$ cat src/rtl/ahb_pkg.sv
// Shared AHB definitions for the bus arbiter: transfer encodings, arbiter states,
// and the index-width helper.
package ahb_pkg;

    typedef enum logic [1:0] {
        HTRANS_IDLE   = 2'b00,
        HTRANS_BUSY   = 2'b01,
        HTRANS_NONSEQ = 2'b10,
        HTRANS_SEQ    = 2'b11
    } htrans_e;

    typedef enum logic [1:0] {
        ST_PARK = 2'b00,
        ST_OWN  = 2'b01,
        ST_LOCK = 2'b10
    } arb_state_e;

    function automatic int unsigned idx_width(input int unsigned n);
        return (n <= 1) ? 1 : $clog2(n);
    endfunction

endpackage

$ cat src/rtl/ahb_bus_arbiter_rr_pick.sv
// Combinational round-robin picker: scans req starting just after last, wrapping,
// so the previous owner ends up with the lowest priority.
module rr_pick
    import ahb_pkg::*;
#(
    parameter int unsigned NUM_MASTERS    = 3,
    parameter int unsigned DEFAULT_MASTER = 0,
    parameter int unsigned IW             = idx_width(NUM_MASTERS)
) (
    input  logic [NUM_MASTERS-1:0] req,
    input  logic [IW-1:0]          last,
    output logic [IW-1:0]          winner,
    output logic                   no_req
);

    logic [IW-1:0] idx;

    // Scan from the far end back toward last+1 so the nearest requester is written last.
    always_comb begin
        winner = IW'(DEFAULT_MASTER);
        no_req = 1'b1;
        idx    = '0;
        for (int unsigned k = NUM_MASTERS; k > 0; k--) begin
            idx = IW'((32'(last) + k) % NUM_MASTERS);
            if (req[idx]) begin
                winner = idx;
                no_req = 1'b0;
            end
        end
    end

endmodule

$ cat src/rtl/ahb_bus_arbiter.sv
// Round-robin AHB arbiter in front of the APB bridge: registered one-hot grant,
// locked sequences, park master and a fairness hold limit; hready_in low freezes all.
module ahb_bus_arbiter
    import ahb_pkg::*;
#(
    parameter int unsigned NUM_MASTERS    = 3,
    parameter int unsigned DEFAULT_MASTER = 0,
    parameter int unsigned MAX_HOLD       = 16
) (
    input  logic                                  hclk,
    input  logic                                  hresetn,
    input  logic [NUM_MASTERS-1:0]                hbusreq,
    input  logic [NUM_MASTERS-1:0]                hlock,
    input  logic [1:0]                            htrans,
    input  logic                                  hready_in,
    output logic [NUM_MASTERS-1:0]                hgrant,
    output logic [idx_width(NUM_MASTERS)-1:0]     hmaster,
    output logic                                  hmastlock
);

    localparam int unsigned IW = idx_width(NUM_MASTERS);
    localparam logic [IW-1:0] DEF_IDX = IW'(DEFAULT_MASTER);
    localparam logic [NUM_MASTERS-1:0] DEF_GRANT = NUM_MASTERS'(1) << DEFAULT_MASTER;
    localparam logic [7:0] HOLD_LIMIT = 8'(MAX_HOLD);

    arb_state_e state, state_n;
    logic [IW-1:0] owner, owner_n;
    logic [IW-1:0] last_owner, last_owner_n;
    logic [7:0] hold_cnt, hold_cnt_n;
    logic [NUM_MASTERS-1:0] grant_n;
    logic [IW-1:0] winner;
    logic no_req;
    logic boundary;
    logic others_req;

    rr_pick #(
        .NUM_MASTERS   (NUM_MASTERS),
        .DEFAULT_MASTER(DEFAULT_MASTER),
        .IW            (IW)
    ) u_pick (
        .req   (hbusreq),
        .last  (last_owner),
        .winner(winner),
        .no_req(no_req)
    );

    always_comb begin
        state_n      = state;
        owner_n      = owner;
        last_owner_n = last_owner;
        hold_cnt_n   = hold_cnt;
        grant_n      = '0;
        others_req   = |(hbusreq & ~hgrant);

        if (state == ST_LOCK) begin
            boundary = hready_in && !hlock[owner];
        end else begin
            boundary = hready_in && ((htrans == HTRANS_IDLE) || !hbusreq[owner] ||
                                     (hold_cnt == HOLD_LIMIT));
        end

        if (boundary) begin
            if (no_req) begin
                if (state != ST_PARK) begin
                    owner_n    = DEF_IDX;
                    state_n    = ST_PARK;
                    hold_cnt_n = '0;
                end
            end else begin
                owner_n      = winner;
                last_owner_n = winner;
                hold_cnt_n   = '0;
                state_n      = hlock[winner] ? ST_LOCK : ST_OWN;
            end
        end else if (hready_in && state == ST_OWN && others_req && hold_cnt < HOLD_LIMIT) begin
            hold_cnt_n = hold_cnt + 8'd1;
        end

        grant_n[owner_n] = 1'b1;
    end

    always_ff @(posedge hclk or negedge hresetn) begin
        if (!hresetn) begin
            state      <= ST_PARK;
            owner      <= DEF_IDX;
            last_owner <= DEF_IDX;
            hold_cnt   <= '0;
            hgrant     <= DEF_GRANT;
            hmaster    <= DEF_IDX;
            hmastlock  <= 1'b0;
        end else if (hready_in) begin
            state      <= state_n;
            owner      <= owner_n;
            last_owner <= last_owner_n;
            hold_cnt   <= hold_cnt_n;
            hgrant     <= grant_n;
            hmaster    <= owner;
            hmastlock  <= (state == ST_LOCK);
        end
    end

endmodule
$ cat config.mk
export PLATFORM = sky130hd
export DESIGN_NAME = ahb_bus_arbiter
export DESIGN_NICKNAME = d
export VERILOG_FILES = /design/src/rtl/ahb_pkg.sv /design/src/rtl/ahb_bus_arbiter_rr_pick.sv /design/src/rtl/ahb_bus_arbiter.sv
export SDC_FILE = /design/constraint.sdc
export NUM_CORES = 1
export LEC_CHECK = 0
export CAP_MARGIN = 20
export CORE_ASPECT_RATIO = 0.6
export CORE_MARGIN = 2
export CORE_UTILIZATION = 55
export DETAILED_ROUTE_END_ITERATION = 10
export PLACE_DENSITY = 0.79
export SYNTH_ARGS = -nofsm -noshare
export SYNTH_HDL_FRONTEND = slang
export SYNTH_HIERARCHICAL = 1
export SYNTH_SLANG_ARGS = --single-unit
$ cat constraint.sdc
create_clock -name hclk -period 6.1 [get_ports hclk]
set_input_delay 1.22 -clock hclk [delete_from_list [all_inputs] [get_ports hclk]]
set_output_delay 1.22 -clock hclk [all_outputs]
set_load 0.05 [all_outputs]
Word level (Yosys, flattened, before mapping)

Index checks and enable logic that the tools add are counted.

Add/subtract/negate cells: 4
Div/mod/pow operators: 3
Magnitude comparators: 8
Equal/unequal tests: 5
Muxes and demuxes: 31
Bitwise logic cells: 3
Reduce and logical (&&, ||, !) cells: 17

Operators with widths:

| cell                  | count |
|---|---|
| $mod 32x2->32 const B | 3 |
| $mux 8                | 4 |
| $lt 2x3->1 const B    | 6 |
| $mux 2                | 9 |
| $bmux 1 s2            | 6 |
| $mux 1                | 11 |
| $reduce_and 3->1      | 3 |
| $add 8x1->8 const B   | 1 |
| $eq 8x5->1 const B    | 1 |
| $lt 8x5->1 const B    | 1 |
| $add 2x2->3 const B   | 2 |
| $logic_and 1x1->1     | 6 |
| $reduce_bool 2->1     | 2 |
| $add 2x1->3 const B   | 1 |
| $and 3x3->3           | 1 |
| $ne 3x2->1 const B    | 1 |
| $not 3->3             | 1 |
| $reduce_or 3->1       | 1 |
| $demux 1 s2           | 1 |
| $eq 2x1->1 const B    | 1 |
| $eq 2x2->1 const B    | 1 |
| $ge 2x1->1 const B    | 1 |
| $logic_not 1->1       | 2 |
| $logic_not 2->1       | 1 |
| other kinds (3)       | 4 |

Flip-flop bits (word level): 20
Input port bits: 11
Output and inout port bits: 6
Logic and storage cells: 78

Logic depth before layout (Yosys ltp)

Word-level depth: 13
Mapped depth: 11
Gate-level depth less buffers: 11

Cells and area by module

The synthesis kept the hierarchy.

By module, submodules not included:

| module          | instances | cells each | area an instance (sq um) | seq. area each (sq um) |
|---|---|---|---|---|
| ahb_bus_arbiter | 1         | 100        | 1,129.8                  | 501.7 |
| rr_pick         | 1         | 32         | 198.9                    | 0.0 |

Worst setup path before layout

No wires, ideal clock.

Path kind: input to register
From: input hbusreq[2]
To: register hold_cnt[0]
Library setup time: 0.063 ns
Arrival: 2.677 ns
Data required time: 6.037 ns
Setup slack: 3.360 ns
Stages on the path: 7
Path buffers: 0
Cells stage by stage: mux2i_1 o2111a_1 or3b_2 nand2_1 inv_1 mux2i_1 a21bo_2

Elaborated cells between the ends (all ways): 25
Classes of those cells: eq/ne (1); mux (14); bitwise (1); reduce/logical (9)

RTL lines:

| what                                                        | RTL line                      | source |
|---|---|---|
| start: declaration                                          | ahb_bus_arbiter.sv:12         | `input logic [NUM_MASTERS-1:0] hbusreq,` |
| $bmux 1 s2                                                  | ahb_bus_arbiter_rr_pick.sv:25 | `if (req[idx]) begin` |
| $mux 1 (implied by the code)                                | ahb_bus_arbiter_rr_pick.sv:25 |  |
| $mux 1 (2 in series)                                        | ahb_bus_arbiter_rr_pick.sv:25 |  |
| $mux 1 *                                                    | ahb_bus_arbiter_rr_pick.sv:25 |  |
| named net no_req                                            | ahb_bus_arbiter.sv:32         | `logic no_req;` |
| $ne 3x2->1 (no source line) or $mux 8 (tied branches)       | --                            |  |
| $reduce_and 3->1 (no source line) or $mux 8 (tied branches) | --                            |  |
| end signal: assignment                                      | ahb_bus_arbiter.sv:95         | `hold_cnt <= hold_cnt_n;` |
| end: declaration                                            | ahb_bus_arbiter.sv:29         | `logic [7:0] hold_cnt, hold_cnt_n;` |

The timed path passes the listed nets; every way through them passes the cells marked *. The select of a mux whose other input is x is not followed.
A chain may end at the register's enable or synchronous reset.

Worst setup path after layout

Ends and elaborated chain as after synthesis.

==> flow_metrics.tcl <==
set metrics [dict create \
    status "finished, final reports clean" \
    cellPowerDensity_mw_per_mm2 495 \
    clock_skew_ps 3.43 \
    cts_hold_buffers 0 \
    p_leak_uw 0.000713 \
    syn_area_mm2 0.00133 \
    place_congestion 0.937 \
    setup_tns_ps 0 \
    core_mm2 0.00223 \
    rsz0062_at_grt "no" \
    row_count 13 \
    tightestPinTransition_ps 885 \
    num_vias 1120 \
    first_pass_iters 4 \
    drt-initial-drc-count 174 \
    syn_inst 132 \
    dp_hpwl_mm 2.55 \
    muxShareOfSynthArea_pct 8.00 \
    crit_arrival_ps 3460 \
    ys_seq_elements 20 \
    min_from "hold_cnt[7]" \
    yosysWarningCount 6 \
    h-tree-depth 1 \
    yosys.area_share.simple_pct 20.2 \
    crit_type "in2reg" \
    clkTransAtPathRegs_ps 70 \
    cts_setup_buffers 0 \
    ys.flop_type "dfrtp_1" \
    slew_headroom_pct 40.8 \
    pin_count 17 \
    grt_max_degree 21 \
    via_per_inst 6.22 \
    numCtsBuffers 3 \
    port_buffers 16 \
    rrSetupSlack_ps 3230 \
    clk_latency_ps 260 \
    antenna_found_initial 0 \
    syn_to_final_growth_pct 18.8 \
    slew_viol_final 0 \
    clockBufferDepth 2 \
    grt-ovfl-total 0 \
    drive_gt1_share_pct 16.0 \
    nFillCells 174 \
    synthArstFlopShare_pct 100 \
    synth_top_family_by_area "compound AO/OA/AOI/OAI gates" \
    min_period_over_period_pct 53.4 \
    routed_wl_mm 3.29 \
    start_util_pct 59.6 \
    fin_util_pct 70.9 \
    antennaDiodeCount 0 \
    synth_fp_nets 149 \
    final_hold_viol_count 0 \
    timing.fmax_mhz 307 \
    grt_pass1_vias 1136 \
    die_h_um 42.1 \
    postRouteAntennaNets 0 \
    drv_cap 0 \
    worstReg2RegStart "last_owner[0]" \
    cts_tree "done" \
    wl_per_cell_um 18.3 \
    crit_fanout 6 \
    synth.avg_cell_area_um2 10.1 \
    cts_resized 0 \
    synth-seq-area-share_pct 37.8 \
    clock-root-buffer "clkbuf_8" \
    drc 0 \
    die-area_mm2 0.00284 \
    synthXorXnorAreaFrac_pct 0 \
    grt_pass1_wl_mm 5.46 \
    hp-class "reg2reg" \
    clock-sinks 20 \
    period_minus_slack_ps 3250 \
    die_x_um 67.5 \
    final_nets 168 \
    synth_compound_area_share_pct 23.6 \
    start_kind "input pin" \
    synth_cell_types 45 \
    ir_worst_vdd_v 0.000269 \
    synth_enable_flop_cells 0 \
    cp-startpoint "hbusreq[2]" \
    synth_adder_area_share_pct 5.65 \
    worst_ep_required_time_ps 6310 \
    setup_violations 0 \
    grt_use_total_pct 25.9 \
    endpoint_kind "flip-flop" \
]
==> worst max-delay path, stage by stage <==
cell             delay [ps]
clkdlybuf4s50_1         490
mux2i_1                 220
o2111a_1                270
or3b_2                  470
nand2_1                 160
inv_1                   140
mux2i_1                 300
a21bo_2                 180
==> metal layers <==
layer	global-route usage (%)	routed length (um)
met5	0	0
met4	5.71	23
met3	9.95	342
met2	35.8	1410
met1	38.2	1510
==> report_power, final <==
part	total, uW	internal, uW	switching, uW
registers	216	173	43.8
clock network	134	87.6	45.9
logic	432	169	264
==> cell families (layout without fill, tap and decap cells) <==
logic type | count (synthesis) | count (layout)
compound gates | 37 | 37
fa+ha+maj | 6 | 6
buf+inv | 14 | 32
flops | 20 | 20
mux | 10 | 10
simple gates | 45 | 45
==> area by class of cell <==
cell class	instances	area [um^2]	share of cell area, %
Multi-Input combinational cell	98	763	48.3
Sequential cell	20	502	31.8
Timing Repair Buffer	16	160	10.1
Inverter	12	45.0	2.85
Clock buffer	3	41.3	2.61
Tap cell	30	37.5	2.38
Clock inverter	1	30.0	1.90
==> cells in the mapped netlist (all sizes together), types with 2 or more instances <==
cell    number  area [um^2]
dfrtp       19          475
o21ai       13         76.3
inv         12         45.0
nor2         9         33.8
nand2        8         30.0
nor2b        7         46.3
ha           6         75.1
a21oi        5         36.3
and2         5         31.3
mux2         5         56.3
mux2i        5         50.1
a32o         3         30.0
nand3        3         15.0
nand3b       3         35.0
o22ai        3         31.3
and3         2         12.5
buf          2         18.8
nand2b       2         12.5
o2111a       2         22.5
==> placed cells by master (no fill, tap or decap), types with 3 or more instances in the layout <==
cell,Yosys,final
inv_1,11,11
mux2_2,5,5
clkdlybuf4s50_1,0,16
ha_1,6,6
a32o_1,3,3
dfrtp_1,19,19
nor2_1,9,9
nor2b_1,6,6
a21oi_1,4,4
mux2i_1,5,5
nand3_1,3,3
o21ai_0,10,10
nand2_1,8,8
and2_1,5,5
clkbuf_8,0,3
==> path summary, 6_finish.rpt <==
check / end / cells after the start
max in group asynchronous: hgrant[2] / 1
worst min-delay path: hold_cnt[7] / 1
min in group asynchronous: state[1] / 1
worst min register to register: hold_cnt[7] / 1
worst max register to register: hold_cnt[0] / 11
worst max-delay path: hold_cnt[0] / 8
==> sequential cells by signal (all words and copies together), names as in the netlist <==
name and cells:
last_owner 2, hmaster 2, owner 2, state 2, hgrant 3, hmastlock 1
hold_cnt 8
==> metrics by stage <==
stage / cells / setup slack (ps) / cell area, um^2 / power (uW) / hold WS, ps
2_1_floorplan: 132 / 3360 / 1330 / 529 / 453
4_1_cts: 180 / 2870 / 1580 / 776 / 495
5_1_grt: 180 / 2730 / 1580 / 827 / 516
6_report: 180 / 2850 / 1580 / 782 / 491
3_3_place_gp: 176 / 2720 / 1510 / 622 / 473
3_5_place_dp: 176 / 2600 / 1510 / 640 / 476
Note: power is estimated with default switching activity, not from simulation.
